`src/rtl/scan_chain_responder.sv`:
```
// Target-side scan chain endpoint: snapshots functional state, shifts it out MSB-first while
// shifting a new image in, and presents that image for restore after a complete session.
module scan_chain_responder #(
    parameter int CHAIN_LEN = 128,
    localparam int CNT_W = $clog2(CHAIN_LEN + 2)
) (
    input  logic                 aclk,
    input  logic                 aresetn,
    input  logic                 scan_enable,
    input  logic                 scan_ck_enable,
    input  logic                 scan_input,
    output logic                 scan_output,
    input  logic [CHAIN_LEN-1:0] capture_data,
    output logic                 hold,
    output logic                 restore_valid,
    output logic [CHAIN_LEN-1:0] restore_data,
    output logic [CNT_W-1:0]     shift_count,
    output logic                 err_short,
    output logic                 err_overrun,
    input  logic                 err_clear
);

    localparam logic [CNT_W-1:0] FULL_CNT = CNT_W'(CHAIN_LEN);
    localparam logic [CNT_W-1:0] OVER_CNT = CNT_W'(CHAIN_LEN + 1);

    typedef enum logic [1:0] {
        IDLE,
        CAPTURE,
        SHIFT,
        UPDATE
    } state_t;

    state_t               state;
    logic [CHAIN_LEN-1:0] chain;

    // Counter parks at CHAIN_LEN+1 so an overrun stays distinguishable from a full session.
    function automatic logic [CNT_W-1:0] sat_inc(input logic [CNT_W-1:0] cnt);
        return (cnt == OVER_CNT) ? cnt : cnt + 1'b1;
    endfunction

    assign scan_output = chain[CHAIN_LEN-1];

    always_ff @(posedge aclk) begin
        if (!aresetn) begin
            state         <= IDLE;
            chain         <= '0;
            restore_data  <= '0;
            shift_count   <= '0;
            hold          <= 1'b0;
            restore_valid <= 1'b0;
            err_short     <= 1'b0;
            err_overrun   <= 1'b0;
        end else begin
            restore_valid <= 1'b0;
            // Error sets below are later assignments, so they win over a same-cycle clear.
            if (err_clear) begin
                err_short   <= 1'b0;
                err_overrun <= 1'b0;
            end

            case (state)
                IDLE: begin
                    hold <= 1'b0;
                    if (scan_enable) begin
                        state <= CAPTURE;
                    end
                end

                CAPTURE: begin
                    chain       <= capture_data;
                    shift_count <= '0;
                    hold        <= 1'b1;
                    state       <= SHIFT;
                end

                SHIFT: begin
                    if (!scan_enable) begin
                        state <= UPDATE;
                    end else if (scan_ck_enable) begin
                        chain       <= {chain[CHAIN_LEN-2:0], scan_input};
                        shift_count <= sat_inc(shift_count);
                        if (shift_count == FULL_CNT) begin
                            err_overrun <= 1'b1;
                        end
                    end
                end

                UPDATE: begin
                    hold  <= 1'b0;
                    state <= IDLE;
                    if (shift_count == FULL_CNT) begin
                        restore_data  <= chain;
                        restore_valid <= 1'b1;
                    end else if (shift_count < FULL_CNT) begin
                        err_short <= 1'b1;
                    end
                end

                default: begin
                    state <= IDLE;
                end
            endcase
        end
    end

endmodule

```
`config.mk`:
```
export PLATFORM = sky130hd
export DESIGN_NAME = scan_chain_responder
export DESIGN_NICKNAME = d
export VERILOG_FILES = /design/src/rtl/scan_chain_responder.sv
export SDC_FILE = /design/constraint.sdc
export NUM_CORES = 1
export LEC_CHECK = 0
export CORE_MARGIN = 3
export CORE_UTILIZATION = 60
export CTS_BUF_LIST = sky130_fd_sc_hd__clkbuf_16
export CTS_CLUSTER_DIAMETER = 100
export DETAILED_ROUTE_END_ITERATION = 10
export DONT_BUFFER_PORTS = 1
export PLACE_DENSITY = 0.78
export SLEW_MARGIN = 20
export SYNTH_ARGS = -nofsm -noshare
export SYNTH_HDL_FRONTEND = slang
export SYNTH_SLANG_ARGS = --single-unit
export TNS_END_PERCENT = 30
```
`constraint.sdc`:
```
create_clock -name aclk -period 2.3 [get_ports aclk]
set_clock_uncertainty 0.2 [all_clocks]
set_input_delay 0.46 -clock aclk [delete_from_list [all_inputs] [get_ports aclk]]
set_output_delay 0.46 -clock aclk [all_outputs]
set_load 0.1 [all_outputs]
```
==> results by stage <==
Logic synthesis:
- The unique cell type count in the Yosys netlist is 35.
- Sequential elements use 47.4% of the synthesized area.
- The most common cell in the synthesized netlist is sky130_fd_sc_hd__nand2_1.
- After synthesis, the mean cell area works out to 9.40 um2.
- The commonest cells after synthesis are 390 x sky130_fd_sc_hd__nand2_1, 270 x sky130_fd_sc_hd__dfxtp_1, 130 x sky130_fd_sc_hd__mux2i_1, 128 x sky130_fd_sc_hd__o211a_1, 111 x sky130_fd_sc_hd__a21boi_1.
- The mapped netlist covers 0.0114 mm2.
- Counting flops with a built-in enable in the synthesized netlist gives 0.
- The share of synthesized area in the top cell type comes to a little under half.
- After synthesis, the share of flip-flops with an asynchronous set or reset is 0%.
- Counting flops and latches in the post-synthesis netlist gives 270.
- The net count of the mapped netlist is 1355.
- The number of synthesis warnings is 0.
- After technology mapping, the gate count stands at 1212.
- The most used flip-flop cell after synthesis is sky130_fd_sc_hd__dfxtp_1.
- Yosys attributes the largest share of cell area to sky130_fd_sc_hd__dfxtp_1 47%, sky130_fd_sc_hd__nand2_1 13%, sky130_fd_sc_hd__mux2i_1 11%.
- Of all cell types, the one taking the most synthesized area is sky130_fd_sc_hd__dfxtp_1.

Timing:
- The tightest hold path in the finished design has a slack of -0.109 ns.
- The worst slew slack as a fraction of its limit is 51.2%.
- The minimum clock period after layout is about 2.2 ns.
- The sum of negative setup slack is 0 ns.
- At the pin with the least slew margin, the transition time is around 0.73 ns.
- The number of pins with negative max-slew slack in the final report is 0.
- The hold violation count in the final report is 100.
- The peak clock frequency supported by timing is 0.448 GHz.
- Setup repair after global routing left no endpoint under its margin.
- The part of the cycle the worst path needs is 97.2%.
- The setup violation total in the final timing report is 0.

Detailed routing:
- The detailed router put a total of around 11000 um of wire on met1.
- The post-detailed-route DRC marker count is 0.
- The met3 layer wire length in the routed design is 2220 um.
- In the routed layout, each cell is associated on average with a via count of 5.71.
- The highest layer used for signal routing is met4.
- The first routing iteration left 400 violations.
- The first TritonRoute pass finished after 5 iterations.
- The final wirelength is ~26000 um.
- The count of nets left with antenna violations after detail routing is 0.
- The overall via count from detail_route is 8860.
- The final routed wire length divided by cell count is 17.1 um.
- The total length of routed met2 wires is 12800 um.

Power:
- Power spread over the standard cell area amounts to 1060 mW/mm2.
- Across the VDD grid, the largest voltage drop is 0.683 mV.
- The overall power is 14200 uW.
- In this run the static leakage power is between 0.006 and 0.007 uW.

Placement:
- The HPWL after detailed placement is 16800 um.
- At the end of routability-driven placement, the weighted congestion stood at approximately 0.83.
- During placement, the flow inserted port buffers numbering 0.
- The area after detailed placement is 0.0125 mm2.

Critical path:
- The slowest stage of the critical path belongs to the cell sky130_fd_sc_hd__or4_1.
- The maximum fanout encountered on the critical timing path is 11.
- On the critical path the largest part of the delay comes from simple AND/OR/NAND/NOR gates.
- The worst setup path is captured at a flop.
- The data arrival time at the worst-slack endpoint is 2.48 ns.
- The signal on the critical path passes through inv_1 -> ha_4 -> nand2b_2 -> o2bb2ai_2 -> or4_1 -> a21oi_1.
- The critical setup path kind is flop to flop.
- The required time of the worst setup path is 2.55 ns.
- The combined buffer and inverter count along the critical path is 1.
- The largest single stage delay on the critical path is 0.52 ns.
- Tracing the worst setup path back leads to its startpoint at state[0].
- The startpoint identified for the worst register-to-register timing path is state[0].
- STA classifies the critical path startpoint as a flop.

Outcome:
- The final reports fail on hold timing.
- The run finished, with violations left.

Clock tree:
- The clock sink count is 270.
- The number of clock buffers added by TritonCTS is 28.
- The CTS root buffer is sky130_fd_sc_hd__clkbuf_16.
- The number of buffers on the longest clock path is 3.
- In this run, post-CTS hold repair placed 3 buffers.
- The later pin in the worst-skew pair is clocked with a latency of 0.53 ns.
- TritonCTS built the clock tree.
- The level count of the clock H-tree is 1.
- The clock transition at the registers of the reported paths is 0.06 ns.

Floorplanning:
- The floorplan step defined a core boundary enclosing 0.0183 mm2.
- The floorplan step defined a die boundary enclosing between 0.02 and 0.025 mm2.
- Pin placement for this block handled 275 I/O pins.
- The die is ~140 um wide.
- The initialized floorplan defines 49 standard-cell rows.
- Once the floorplan was initialized, standard cells occupied a little over 60% of the core.
- The vertical die dimension is 144 um.

Global routing:
- The global-route usage over all layers is 24.0%.
- The sum of overflow across all layers after global routing is 0.
- The number of global-route vias before repair was 8333.
- The first global-routing pass estimated 41400 um of wire.
- Entering global routing, the biggest net connects roughly 270 pins.
- The number of antenna violations at the first check in global routing came to 0.

Cells and area:
- From synthesis to final layout, the design area changed by 17.2%.
- The antenna cell count is 0.
- The share of final-layout standard cells stronger than drive strength 1 is 15.7%.
- The final design instance area without fill is 0.0134 mm2.
- The net count of the finished layout is 1445.
- The post-route core utilization is ~73%.

Run:
- The number of max-cap violations is 0.

Hold path:
- The kind of path behind the tightest hold check is input port to flop.
- The worst min-delay path startpoint is aresetn.
==> area by class of cell <==
class                           instances  area (um2)
Clock buffer                           29         726
Clock inverter                         21        91.3
Fill cell                            1334        4970
Inverter                                9        33.8
Multi-Input combinational cell        833        5470
Sequential cell                       270        5420
Tap cell                              229         287
Timing Repair Buffer                  160        1330
==> final timing paths <==
check / end / slack [ns] / depth (start not counted)
max: shift_count[5] / 0.07 / 6
min: chain[77] / -0.11 / 1
max reg2reg: shift_count[5] / 0.07 / 6
min reg2reg: restore_data[92] / 0.25 / 2
==> metrics by stage <==
step | instances | setup slack, ns
6_report | 1551 | 0.0654
5_1_grt | 1551 | 0.00806
4_1_cts | 1550 | 0.0996
3_5_place_dp | 1497 | 0.0988
3_3_place_gp | 1497 | 0.191
2_1_floorplan | 1212 | 0.140
==> routing by layer <==
layer,track usage (%),up-vias
met5,0,-
met4,7.43,0
met3,7.02,56
met2,40.9,262
met1,29.4,4211
li1,-,4331
==> flip-flops by register name, indices dropped and copies added, names as in the netlist <==
name	flops
chain	128
hold	1
state	2
restore_valid	1
err_short	1
shift_count	8
err_overrun	1
restore_data	128
==> cells by family (layout without fill, tap and decap cells) <==
group                    after synthesis  in the layout  share of synthesized area, %
flip-flops                           270            270                          47.4
AO/OA/AOI/OAI                        274            274                          20.7
AND/OR/NAND/NOR                      417            418                          14.4
XOR/XNOR                               2              2                         0.154
multiplexers                         130            130                          11.4
buffers and inverters                110            219                          4.93
adder cells (fa/ha/maj)                9              9                         0.988
==> placed cells by master, fill, tap and decap left out, types with 6 or more instances in the layout <==
master                      count
sky130_fd_sc_hd__mux2i_1      130
sky130_fd_sc_hd__inv_1         19
sky130_fd_sc_hd__nand2_1      389
sky130_fd_sc_hd__o211a_1      128
sky130_fd_sc_hd__a21boi_1     111
sky130_fd_sc_hd__dfxtp_1      262
sky130_fd_sc_hd__dfxtp_2        8
sky130_fd_sc_hd__a21boi_0      19
sky130_fd_sc_hd__clkbuf_16     29
sky130_fd_sc_hd__buf_12        10
sky130_fd_sc_hd__clkinv_1       6
sky130_fd_sc_hd__ha_1           8
sky130_fd_sc_hd__buf_4        147
==> where the power goes <==
part / internal [uW] / switching [uW] / total, uW
Combinational: 1770 / 1960 / 3730
Clock: 2260 / 1780 / 4040
Sequential: 5660 / 747 / 6410
==> repair_timing <==
action / CTS / global route
buffers inserted: 0 / 0
cloned: 0 / 1
setup endpoints to repair: 1 / 80
resized for setup: 1 / 2
pin swaps: 0 / 1
endpoints found under the hold margin: 264 / 261
(Power assumes the default switching activity.)
